<file path="src/rtl/eth_pkg.sv">
// Purpose : shared types and constants for the Ethernet II transmit framer.
// Latency : n/a (package only).
// Backpressure: n/a.
// Contents: FSM state enum, header struct, framing/CRC constants, bit-reverse helper.
package eth_pkg;

    typedef enum logic [2:0] {
        S_IDLE,
        S_PREAMBLE,
        S_SFD,
        S_HEADER,
        S_PAYLOAD,
        S_PAD,
        S_FCS,
        S_IFG
    } eth_state_t;

    typedef struct packed {
        logic [47:0] dst;
        logic [47:0] src;
        logic [15:0] etype;
    } eth_hdr_t;

    localparam logic [7:0]  ETH_PREAMBLE_BYTE = 8'h55;
    localparam logic [7:0]  ETH_SFD           = 8'hD5;
    localparam logic [31:0] ETH_CRC_POLY      = 32'h04C11DB7;
    localparam logic [31:0] ETH_CRC_INIT      = 32'hFFFFFFFF;
    localparam logic [15:0] ETH_TPID_VLAN     = 16'h8100;
    localparam int          ETH_HDR_LEN       = 14;

    // Ethernet shifts bits LSB-first, so the CRC engine uses the reflected polynomial.
    function automatic logic [31:0] eth_bitrev32(input logic [31:0] v);
        logic [31:0] r;
        r = '0;
        for (int i = 0; i < 32; i++) begin
            r[i] = v[31-i];
        end
        return r;
    endfunction

endpackage

</file>
<file path="src/rtl/eth_crc32_d8.sv">
// Purpose : byte-serial IEEE 802.3 CRC-32 (reflected, init all-ones, no output inversion).
// Latency : state register updates on the clock edge that samples en=1.
// Backpressure: none; one byte per enabled cycle.
// Ports: clk, rst_n (async, active-low), clr (load init, wins over en), en, data[7:0], crc[31:0] (raw state).
module eth_crc32_d8
    import eth_pkg::*;
(
    input  logic        clk,
    input  logic        rst_n,
    input  logic        clr,
    input  logic        en,
    input  logic [7:0]  data,
    output logic [31:0] crc
);

    localparam logic [31:0] POLY_R = eth_bitrev32(ETH_CRC_POLY);

    logic [31:0] crc_q;
    logic [31:0] crc_nxt;

    always_comb begin
        crc_nxt = crc_q;
        for (int i = 0; i < 8; i++) begin
            if (crc_nxt[0] ^ data[i]) begin
                crc_nxt = {1'b0, crc_nxt[31:1]} ^ POLY_R;
            end else begin
                crc_nxt = {1'b0, crc_nxt[31:1]};
            end
        end
    end

    always_ff @(posedge clk or negedge rst_n) begin
        if (!rst_n) begin
            crc_q <= '0;
        end else if (clr) begin
            crc_q <= ETH_CRC_INIT;
        end else if (en) begin
            crc_q <= crc_nxt;
        end
    end

    assign crc = crc_q;

endmodule

</file>
<file path="src/rtl/eth_frame_tx.sv">
// Purpose : Ethernet II transmit framer: preamble/SFD, header, payload, zero pad, FCS, inter-frame gap.
// Latency : registered outputs; i_start in cycle N gives the first preamble byte in cycle N+1.
// Backpressure: none toward the PHY; payload source must supply a byte every cycle o_pl_ready is high.
// Ports: clk, rst_n (async, active-low); i_start, i_dst_mac, i_src_mac, i_ether_type (latched on start);
//        i_pl_data/i_pl_valid/i_pl_last with o_pl_ready; o_data/o_tx_en toward the PHY;
//        status o_busy, o_done, o_underrun, o_truncated.
// Option : define ETH_FRAME_TX_VLAN_EN to add i_vlan_en/i_vlan_tci and 802.1Q tag insertion.
module eth_frame_tx
    import eth_pkg::*;
#(
    parameter int PREAMBLE_LEN = 7,
    parameter int MIN_PAYLOAD  = 46,
    parameter int MAX_PAYLOAD  = 1500,
    parameter int IFG_CYCLES   = 12
) (
    input  logic        clk,
    input  logic        rst_n,
    input  logic        i_start,
    input  logic [47:0] i_dst_mac,
    input  logic [47:0] i_src_mac,
    input  logic [15:0] i_ether_type,
`ifdef ETH_FRAME_TX_VLAN_EN
    input  logic        i_vlan_en,
    input  logic [15:0] i_vlan_tci,
`endif
    input  logic [7:0]  i_pl_data,
    input  logic        i_pl_valid,
    input  logic        i_pl_last,
    output logic        o_pl_ready,
    output logic [7:0]  o_data,
    output logic        o_tx_en,
    output logic        o_busy,
    output logic        o_done,
    output logic        o_underrun,
    output logic        o_truncated
);

`ifdef ETH_FRAME_TX_VLAN_EN
    localparam int HDR_BITS = (ETH_HDR_LEN + 4) * 8;
`else
    localparam int HDR_BITS = ETH_HDR_LEN * 8;
`endif
    localparam logic [10:0] PRE_LAST = 11'(PREAMBLE_LEN - 1);
    localparam logic [10:0] MAX_CNT  = 11'(MAX_PAYLOAD);
    localparam logic [10:0] IFG_LAST = 11'(IFG_CYCLES);
    localparam logic [10:0] DONE_CNT = 11'(IFG_CYCLES - 1);

    // The FSM runs one cycle ahead of the pins: the state in cycle c
    // decides the byte that the output register presents in cycle c+1.
    eth_state_t          state_q, state_d;
    logic [10:0]         cnt_q, cnt_d, cnt_inc;
    logic                bad_fcs_q, bad_fcs_d;
    logic [HDR_BITS-1:0] hdr_q, hdr_load_val;
    logic [7:0]          hdr_byte;
    logic [10:0]         hdr_last, min_cnt;
    logic                hdr_load, hdr_shift;
    logic                crc_clr, crc_en;
    logic [7:0]          crc_dat;
    logic [31:0]         crc, fcs_word;
    logic [7:0]          data_d;
    logic                tx_en_d, done_d, underrun_d, truncated_d;
    eth_hdr_t            hdr_in;
`ifdef ETH_FRAME_TX_VLAN_EN
    logic                vlan_q;
`endif

    always_comb begin
        hdr_in = '{dst: i_dst_mac, src: i_src_mac, etype: i_ether_type};
`ifdef ETH_FRAME_TX_VLAN_EN
        hdr_load_val = i_vlan_en ? {hdr_in.dst, hdr_in.src, ETH_TPID_VLAN, i_vlan_tci, hdr_in.etype}
                                 : {hdr_in, 32'h0};
`else
        hdr_load_val = hdr_in;
`endif
    end

`ifdef ETH_FRAME_TX_VLAN_EN
    always_ff @(posedge clk or negedge rst_n) begin
        if (!rst_n) begin
            vlan_q <= 1'b0;
        end else if (hdr_load) begin
            vlan_q <= i_vlan_en;
        end
    end
    // A tagged frame carries 4 extra header bytes, so less payload is needed for 64 bytes.
    assign hdr_last = vlan_q ? 11'(ETH_HDR_LEN + 3) : 11'(ETH_HDR_LEN - 1);
    assign min_cnt  = vlan_q ? 11'(MIN_PAYLOAD - 4) : 11'(MIN_PAYLOAD);
`else
    assign hdr_last = 11'(ETH_HDR_LEN - 1);
    assign min_cnt  = 11'(MIN_PAYLOAD);
`endif

    // Header is shifted out MSB-first from a single register.
    always_ff @(posedge clk or negedge rst_n) begin
        if (!rst_n) begin
            hdr_q <= '0;
        end else if (hdr_load) begin
            hdr_q <= hdr_load_val;
        end else if (hdr_shift) begin
            hdr_q <= {hdr_q[HDR_BITS-9:0], 8'h00};
        end
    end

    assign hdr_byte   = hdr_q[HDR_BITS-1 -: 8];
    assign cnt_inc    = cnt_q + 11'd1;
    assign fcs_word   = bad_fcs_q ? crc : ~crc;
    assign o_pl_ready = (state_q == S_PAYLOAD);

    eth_crc32_d8 u_crc (
        .clk   (clk),
        .rst_n (rst_n),
        .clr   (crc_clr),
        .en    (crc_en),
        .data  (crc_dat),
        .crc   (crc)
    );

    always_ff @(posedge clk or negedge rst_n) begin
        if (!rst_n) begin
            state_q   <= S_IDLE;
            cnt_q     <= '0;
            bad_fcs_q <= 1'b0;
        end else begin
            state_q   <= state_d;
            cnt_q     <= cnt_d;
            bad_fcs_q <= bad_fcs_d;
        end
    end

    always_comb begin
        state_d     = state_q;
        cnt_d       = cnt_q;
        bad_fcs_d   = bad_fcs_q;
        data_d      = 8'h00;
        tx_en_d     = 1'b0;
        done_d      = 1'b0;
        underrun_d  = 1'b0;
        truncated_d = 1'b0;
        crc_clr     = 1'b0;
        crc_en      = 1'b0;
        crc_dat     = 8'h00;
        hdr_load    = 1'b0;
        hdr_shift   = 1'b0;
        case (state_q)
            S_IDLE: begin
                if (i_start) begin
                    hdr_load  = 1'b1;
                    crc_clr   = 1'b1;
                    bad_fcs_d = 1'b0;
                    data_d    = ETH_PREAMBLE_BYTE;
                    tx_en_d   = 1'b1;
                    cnt_d     = 11'd1;
                    state_d   = (PREAMBLE_LEN > 1) ? S_PREAMBLE : S_SFD;
                end
            end
            S_PREAMBLE: begin
                data_d  = ETH_PREAMBLE_BYTE;
                tx_en_d = 1'b1;
                if (cnt_q == PRE_LAST) begin
                    state_d = S_SFD;
                end else begin
                    cnt_d = cnt_inc;
                end
            end
            S_SFD: begin
                data_d  = ETH_SFD;
                tx_en_d = 1'b1;
                cnt_d   = '0;
                state_d = S_HEADER;
            end
            S_HEADER: begin
                data_d    = hdr_byte;
                tx_en_d   = 1'b1;
                crc_en    = 1'b1;
                crc_dat   = hdr_byte;
                hdr_shift = 1'b1;
                if (cnt_q == hdr_last) begin
                    cnt_d   = '0;
                    state_d = S_PAYLOAD;
                end else begin
                    cnt_d = cnt_inc;
                end
            end
            S_PAYLOAD: begin
                if (i_pl_valid) begin
                    data_d  = i_pl_data;
                    tx_en_d = 1'b1;
                    crc_en  = 1'b1;
                    crc_dat = i_pl_data;
                    cnt_d   = cnt_inc;
                    if (i_pl_last || (cnt_inc == MAX_CNT)) begin
                        truncated_d = !i_pl_last;
                        if (cnt_inc < min_cnt) begin
                            state_d = S_PAD;
                        end else begin
                            cnt_d   = '0;
                            state_d = S_FCS;
                        end
                    end
                end else begin
                    // Underrun: emit the first FCS byte right away so tx_en stays
                    // contiguous; an uninverted CRC marks the frame as corrupt.
                    underrun_d = 1'b1;
                    bad_fcs_d  = 1'b1;
                    data_d     = crc[7:0];
                    tx_en_d    = 1'b1;
                    cnt_d      = 11'd1;
                    state_d    = S_FCS;
                end
            end
            S_PAD: begin
                tx_en_d = 1'b1;
                crc_en  = 1'b1;
                if (cnt_inc == min_cnt) begin
                    cnt_d   = '0;
                    state_d = S_FCS;
                end else begin
                    cnt_d = cnt_inc;
                end
            end
            S_FCS: begin
                data_d  = fcs_word[{cnt_q[1:0], 3'b000} +: 8];
                tx_en_d = 1'b1;
                if (cnt_q == 11'd3) begin
                    cnt_d   = '0;
                    state_d = S_IFG;
                end else begin
                    cnt_d = cnt_inc;
                end
            end
            S_IFG: begin
                // The first IFG cycle still shows the last FCS byte on the pins,
                // hence IFG_CYCLES+1 cycles in this state.
                done_d = (cnt_q == DONE_CNT);
                if (cnt_q == IFG_LAST) begin
                    cnt_d   = '0;
                    state_d = S_IDLE;
                end else begin
                    cnt_d = cnt_inc;
                end
            end
            default: begin
                state_d = S_IDLE;
            end
        endcase
    end

    always_ff @(posedge clk or negedge rst_n) begin
        if (!rst_n) begin
            o_data      <= 8'h00;
            o_tx_en     <= 1'b0;
            o_busy      <= 1'b0;
            o_done      <= 1'b0;
            o_underrun  <= 1'b0;
            o_truncated <= 1'b0;
        end else begin
            o_data      <= data_d;
            o_tx_en     <= tx_en_d;
            o_busy      <= (state_d != S_IDLE);
            o_done      <= done_d;
            o_underrun  <= underrun_d;
            o_truncated <= truncated_d;
        end
    end

endmodule

</file>
<file path="config.mk">
export PLATFORM = sky130hd
export DESIGN_NAME = eth_frame_tx
export DESIGN_NICKNAME = d
export VERILOG_FILES = /design/src/rtl/eth_pkg.sv /design/src/rtl/eth_crc32_d8.sv /design/src/rtl/eth_frame_tx.sv
export SDC_FILE = /design/constraint.sdc
export NUM_CORES = 1
export LEC_CHECK = 0
export ABC_AREA = 0
export CORE_ASPECT_RATIO = 0.9
export CORE_UTILIZATION = 50
export DETAILED_ROUTE_END_ITERATION = 8
export PLACE_DENSITY = 0.79
export SETUP_SLACK_MARGIN = 0.02
export SLEW_MARGIN = 10
export SYNTH_ARGS = -nofsm -noshare
export SYNTH_HDL_FRONTEND = slang
export SYNTH_SLANG_ARGS = --single-unit
</file>
<file path="constraint.sdc">
create_clock -name clk -period 8.34 [get_ports clk]
set_input_delay 2.502 -clock clk [delete_from_list [all_inputs] [get_ports clk]]
set_output_delay 2.502 -clock clk [all_outputs]
set_load 0.005 [all_outputs]
</file>
Yosys cells after proc, flatten, opt, wreduce, memory -nomap -nowiden
Index checks and enable logic that the tools add are counted.

storage, ports and cells
  flip-flop bits (word level) = 172
  input port bits = 125
  output and inout bits = 14
  logic and storage cells = 112

cells by class
  add/subtract/negate cells = 1
  order comparisons = 1
  equality and inequality tests = 17
  shift operators = 1
  mux-type cells = 53
  bitwise gates (word level) = 17
  reductions and logical operators = 11

operator list
  operator                 count
  $mux W32                 11
  $mux W112                2
  $not A13 Y14             8
  $mux W11                 9
  $pmux W11 S8             1
  $pmux W8 S6              1
  $eq A11 B4 Y1 const B    3
  $not A32 Y32             1
  $shiftx A32 B6 Y8        1
  $mux W3                  8
  $pmux W3 S8              1
  $mux W8                  2
  $pmux W8 S2              1
  $eq A3 B3 Y1 const B     4
  $mux W1                  12
  $add A11 B1 Y11 const B  1
  $eq A11 B11 Y1 const B   1
  $eq A11 B2 Y1 const B    1
  $eq A11 B3 Y1 const B    1
  $eq A11 B6 Y1 const B    1
  $lt A11 B6 Y1 const B    1
  $xor A1 B1 Y1            8
  $mux W7                  1
  $eq A3 B2 Y1 const B     2
  13 further kinds         19

Depth between registers and ports, before layout
  depth in word-level cells = 20
  depth in mapped cells = 12
  depth with buffers taken out = 10

Modules after synthesis
Synthesis repeated with hierarchy kept, for this count alone.

second synthesis, totals
  cells, all modules = 959
  area total of the unflattened synthesis = 9,227.6 µm²

by module, submodules not included
  module        instances  cells an instance  area an instance (µm²)  seq. area each (µm²)
  eth_frame_tx  1          766                7,114.3                 3,503.4
  eth_crc32_d8  1          193                2,113.3                 800.8

Worst setup path before layout
OpenSTA, ideal clock, no wires.

  path kind = input -> register
  from = in i_pl_valid
  to = reg u_crc.crc_q[20], in the netlist u_crc.crc[20]
  setup time = 0.137 ns
  arrival time = 4.071 ns
  data required time = 8.203 ns
  slack = 4.132 ns
  stages = 8
  buffers on the path = 1
  path through = and4bb_4 -> buf_6 -> a22oi_1 -> xnor2_2 -> xnor2_2 -> xnor2_1 -> xor2_1 -> a21oi_1

between the ends
  longest elaborated chain between the ends = 18
  elaborated cells between the ends (all ways) = 26
  classes of those cells = mux (14); bitwise (11); reduce/logical (1)

RTL lines
  what                    line                 RTL
  start: declaration      eth_frame_tx.sv:27   input logic i_pl_valid,
  $mux W8                 eth_frame_tx.sv:185  if (i_pl_valid) begin
  $pmux W8 S2             eth_frame_tx.sv:144  case (state_q)
  $xor A1 B1 Y1           eth_crc32_d8.sv:24   if (crc_nxt[0] ^ data[i]) begin
  $mux W32                eth_crc32_d8.sv:24
  $not A13 Y14 (no line)  -
  $mux W32 (2 in a row)   eth_crc32_d8.sv:24
  $not A13 Y14 (no line)  -
  $mux W32                eth_crc32_d8.sv:24
  $not A13 Y14 (no line)  -
  $mux W32 (2 in a row)   eth_crc32_d8.sv:24
  $not A13 Y14 (no line)  -
  $mux W32                eth_crc32_d8.sv:24
  $not A13 Y14 (no line)  -
  $mux W32                eth_crc32_d8.sv:24
  $mux W32                eth_crc32_d8.sv:37   end else if (en) begin
  $mux W32                eth_crc32_d8.sv:35   end else if (clr) begin
  end signal: assignment  eth_crc32_d8.sv:38   crc_q <= crc_nxt;
  end: declaration        eth_crc32_d8.sv:18   logic [31:0] crc_q;

Parallel ways exist; a longest one is shown, timed or not. The select of a mux whose other input is x is not followed.
A chain may end at the register's enable or synchronous reset.

Final worst setup path
  from = in i_pl_valid
  to = reg u_crc.crc_q[23], in the netlist u_crc.crc[23]

Same word-level chain as after synthesis.

==> results.md <==
Synthesis:
- The warning count from the yosys run is 0.
- The synthesized design contains 0 enable-type register cells.
- The post-synthesis instance area is 9090 sq um.
- The gate count after technology mapping is 950.
- The average cell area after synthesis is 9.57 sq um.
- In this run, distinct cell masters in the synthesized netlist total 64.
- After synthesis, the cell types taking the most area are sky130_fd_sc_hd__dfrtp_1, sky130_fd_sc_hd__nand2_1, sky130_fd_sc_hd__a22oi_1.
- Summing the sequential cell areas from Yosys gives 47.3% of the chip area.
- The most frequently used cell type in the post-synthesis netlist is sky130_fd_sc_hd__nand2_1.
- In this run the biggest area consumer among cell types represents 47.3% of the synthesized area.
- The post-synthesis async set-or-reset flop share is 100%.
- The total nets after synthesis is about 1100.
- Counting instances in the post-synthesis netlist gives the leading cell types as sky130_fd_sc_hd__nand2_1, sky130_fd_sc_hd__dfrtp_1, sky130_fd_sc_hd__a22oi_1, sky130_fd_sc_hd__nor2_1, sky130_fd_sc_hd__clkbuf_1.
- Among all flip-flop cells after synthesis, the most frequent one is sky130_fd_sc_hd__dfrtp_1.
- The synthesized flop and latch total is ~170.
- The cell type with the largest total area after synthesis is sky130_fd_sc_hd__dfrtp_1.

Worst setup path:
- The element type at the critical path start is an input port.
- Broken down by cell family, the worst path's largest delay share belongs to XOR/XNOR gates.
- The data required time at the worst endpoint is ~8.6 ns.
- The worst-path cell with the longest stage delay is sky130_fd_sc_hd__clkdlybuf4s50_1.
- The worst setup path category is input port to register.
- The worst setup path is captured at a register.
- The worst register-to-register path ends at cnt_q[9]$_DFFE_PN0P_.
- The signal on the critical path passes through clkdlybuf4s50_1 > and4bb_4 > a22oi_1 > xnor2_2 > xnor2_2 > xnor2_1 > xor2_1 > a21oi_1.
- Counting both buffers and inverters, the worst setup path holds a total of 1.
- The worst setup slack for register-to-register paths is between 4 and 5 ns.
- Counting buffers and inverters, the worst setup path is 8 cells deep.
- Data on the critical path arrives at its endpoint at 5.33 ns.
- By instance count, the cell type seen most on the critical path is sky130_fd_sc_hd__xnor2_2.
- For this run, the slowest stage of the critical path takes 0.88 ns.
- Along the worst path, the maximum fanout reaches 14.
- The cell depth of the worst flop-to-flop path is 9.
- The worst register-to-register path begins at cnt_q[0]$_DFFE_PN0P_.

Clock tree:
- In this run, post-CTS repair resized a total of 0 instances.
- The tree is rooted in a sky130_fd_sc_hd__clkbuf_16.
- The number of buffers created by CTS is 17.
- The H-tree was split into 4 levels.
- The insertion delay to the later sink of the worst-skew pair is roughly 0.43 ns.
- The clock-pin slew on the worst setup and hold paths is 0.06 ns.
- The clock passes through at most 2 buffers.
- The post-CTS setup buffer count is 0.
- The tree built by TritonCTS fans out to 172 sinks.
- The count of hold buffers inserted by post-cts repair is 0.
- TritonCTS built the clock tree.

Place:
- The cell total after placement is 1266.
- Buffers placed on the I/O ports in this run total 138.
- At the end of routability-driven placement, the weighted congestion stood at between 0.8 and 0.9.
- The total half-perimeter wirelength after legalization and detailed placement is 15600 microns.

Timing:
- The transition at the pin with the smallest max-transition slack is 1.16 ns.
- Setup repair after global routing left no endpoint under its margin.
- The number of hold violations in the final report is 0.
- The worst pin sits at a relative slew slack of between 20% and 30%.
- The upper clock frequency limit is 0.197 GHz.
- The share of the clock period used by the worst path after layout is 60.9%.
- The number of failing setup endpoints in the final timing report is 0.
- The max-slew violation count is 0.
- The setup TNS is 0 ns.
- The post-layout minimum cycle time is 5.08 ns.
- The largest clock skew in the final design is 0.0108 ns.

Hold path:
- The type of the tightest min-delay check is register to register.
- For hold timing, the worst endpoint is hdr_q[101]$_DFFE_PN0P_.
- The startpoint identified for the worst hold timing path is hdr_q[101]$_DFFE_PN0P_.
- The hold-critical path depth is 2.

Die:
- The starting density of the core is 51.3%.
- The floorplan step defined a die boundary enclosing 18700 sq um.
- The floorplan row count is between 40 and 50.
- The overall die height is 130 microns.
- The placeable core region is 17700 sq um.
- During I/O placement, the number of pins put on the boundary was 139.
- From left edge to right edge, the die measures ~140 microns.

Global routing:
- Entering global routing, the biggest net connects approximately 110 pins.
- For this run, the total global-route usage over all layers was measured as 26.3%.
- Global routing finished with a remaining overflow of 0.
- The number of antenna violations at the first check in global routing was 0.
- The first global-routing pass estimated 37500 microns of wire.
- The number of global-route vias before repair is approximately 7000.

Drt:
- The routed wire length is 23000 microns.
- In the final routed layout, each cell accounts on average for 17.7 microns.
- The detailed-route vias per instance is approximately 5.7.
- The routed via count is about 7400.
- The initial DRC count is 620.
- The first detailed-routing pass ran for 8 iterations.
- Once detail routing completed, the nets flagged for antenna violations numbered 0.
- In the routed design, unresolved DRC markers number 0.

Job:
- Across the run, the number of max-cap violations was 0.

Finish:
- Counting the fill cells in the layout gives roughly 1500.
- The area growth from synthesis to layout is 22.3%.
- The final instance count without filler cells is 1298.
- The repair_antennas step left the layout with diodes totalling 0.
- Of the cells placed in the final design, the portion with a size suffix greater than 1 is 7.18%.
- The net count of the finished layout is 1176.

Pwr:
- The areal power density over the cells is approximately 430 nW/um^2.
- VDD sags by at most 0.234 mV.
- The leakage power is 5.00 nW.

Status:
- The flow ran to the end, and the final reports show no timing, DRC or antenna violations.
==> metal layers <==
layer  part of all wire (%)  up-vias  GRT usage, %  routed length, microns
met5                      0        -             0                       0
met4                    1.5        0          7.80                     355
met3                    7.4       28          7.19                    1710
met2                     47      266          40.6                   10900
met1                     44     3646          36.2                   10100
li1                       -     3508             -                       -
==> worst max path at each step <==
stage	startpoint	endpoint	slack [ns]
after floorplan	i_pl_valid	u_crc.crc[20]$_DFFE_PN0P_	4.13
after global placement	i_pl_valid	u_crc.crc[23]$_DFFE_PN0P_	2.90
after detailed placement	i_pl_valid	u_crc.crc[23]$_DFFE_PN0P_	2.84
after CTS	i_pl_valid	u_crc.crc[23]$_DFFE_PN0P_	3.30
after global routing	i_pl_valid	u_crc.crc[20]$_DFFE_PN0P_	3.14
final	i_pl_valid	u_crc.crc[23]$_DFFE_PN0P_	3.26
==> area by class of cell <==
cell class	count	area (sq um)	area share, %
tap	240	300	2.70
clock inverter	13	129	1.16
inverter	9	33.8	0.304
sequential	172	4300	38.7
clock buffer	19	433	3.89
multi-input combinational	701	4500	40.4
timing repair buffer	144	1430	12.8
==> placed cells by master, fill, tap and decap left out, types with 8 or more instances in the layout <==
cell | Yosys | final
sky130_fd_sc_hd__nand2_1 | 234 | 234
sky130_fd_sc_hd__inv_1 | 9 | 9
sky130_fd_sc_hd__xor2_1 | 25 | 25
sky130_fd_sc_hd__nor2_1 | 53 | 52
sky130_fd_sc_hd__a21oi_1 | 37 | 37
sky130_fd_sc_hd__o21ai_0 | 33 | 32
sky130_fd_sc_hd__xnor2_2 | 8 | 8
sky130_fd_sc_hd__nor2b_1 | 12 | 12
sky130_fd_sc_hd__a22oi_1 | 99 | 99
sky130_fd_sc_hd__clkdlybuf4s50_1 | 0 | 137
sky130_fd_sc_hd__a22o_1 | 12 | 12
sky130_fd_sc_hd__nand3_1 | 18 | 18
sky130_fd_sc_hd__nor3_1 | 8 | 8
sky130_fd_sc_hd__dfrtp_1 | 172 | 172
sky130_fd_sc_hd__xnor2_1 | 40 | 40
sky130_fd_sc_hd__a31oi_1 | 9 | 9
sky130_fd_sc_hd__clkbuf_16 | 0 | 17
sky130_fd_sc_hd__mux4_2 | 8 | 8
sky130_fd_sc_hd__mux2i_1 | 14 | 14
==> cell families after synthesis <==
logic type | after synthesis | share of synthesized area, %
buf+inv | 77 | 3.44
mux | 23 | 3.65
fa+ha+maj | 6 | 0.825
flops | 172 | 47.3
compound gates | 227 | 17.7
simple gates | 364 | 17.2
xor+xnor | 81 | 9.86
==> power by group <==
group	total (mW)	internal, mW	leakage [nW]	switching (mW)
combinational	2.51	1.14	2.52	1.38
clock	0.765	0.419	0.269	0.346
sequential	1.48	1.15	2.21	0.326
==> worst reg2reg max path: cells and delay by family, from the launching register on <==
family                     cells  cell delay (ns)
adders and majority gates      1             0.65
AOI/OAI and AO/OA              6             1.50
DFF                            1             1.02
and+or+nand+nor                2             0.52
==> flip-flops by register name, indices dropped and copies added (netlist names) <==
name and count:
u_crc.crc 32, o_tx_en 1, o_truncated 1, o_data 8
o_done 1, hdr_q 112, bad_fcs_q 1, o_busy 1
state_q 3, o_underrun 1, cnt_q 11
==> stage by stage <==
stage | hold WS (ns) | setup slack (ns) | total power, mW | cell area, sq um | util [%]
final | 0.476 | 3.26 | 4.76 | 11100 | 62.7
after detailed placement | 0.463 | 2.84 | 3.98 | 10600 | 59.6
after global placement | 0.458 | 2.90 | 3.90 | 10600 | 59.6
after floorplan | 0.446 | 4.13 | 3.40 | 9090 | -
after global routing | 0.489 | 3.14 | 5.11 | 11100 | 62.7
after CTS | 0.480 | 3.30 | 4.77 | 11100 | 62.7
Note: power is estimated with default switching activity, not from simulation.
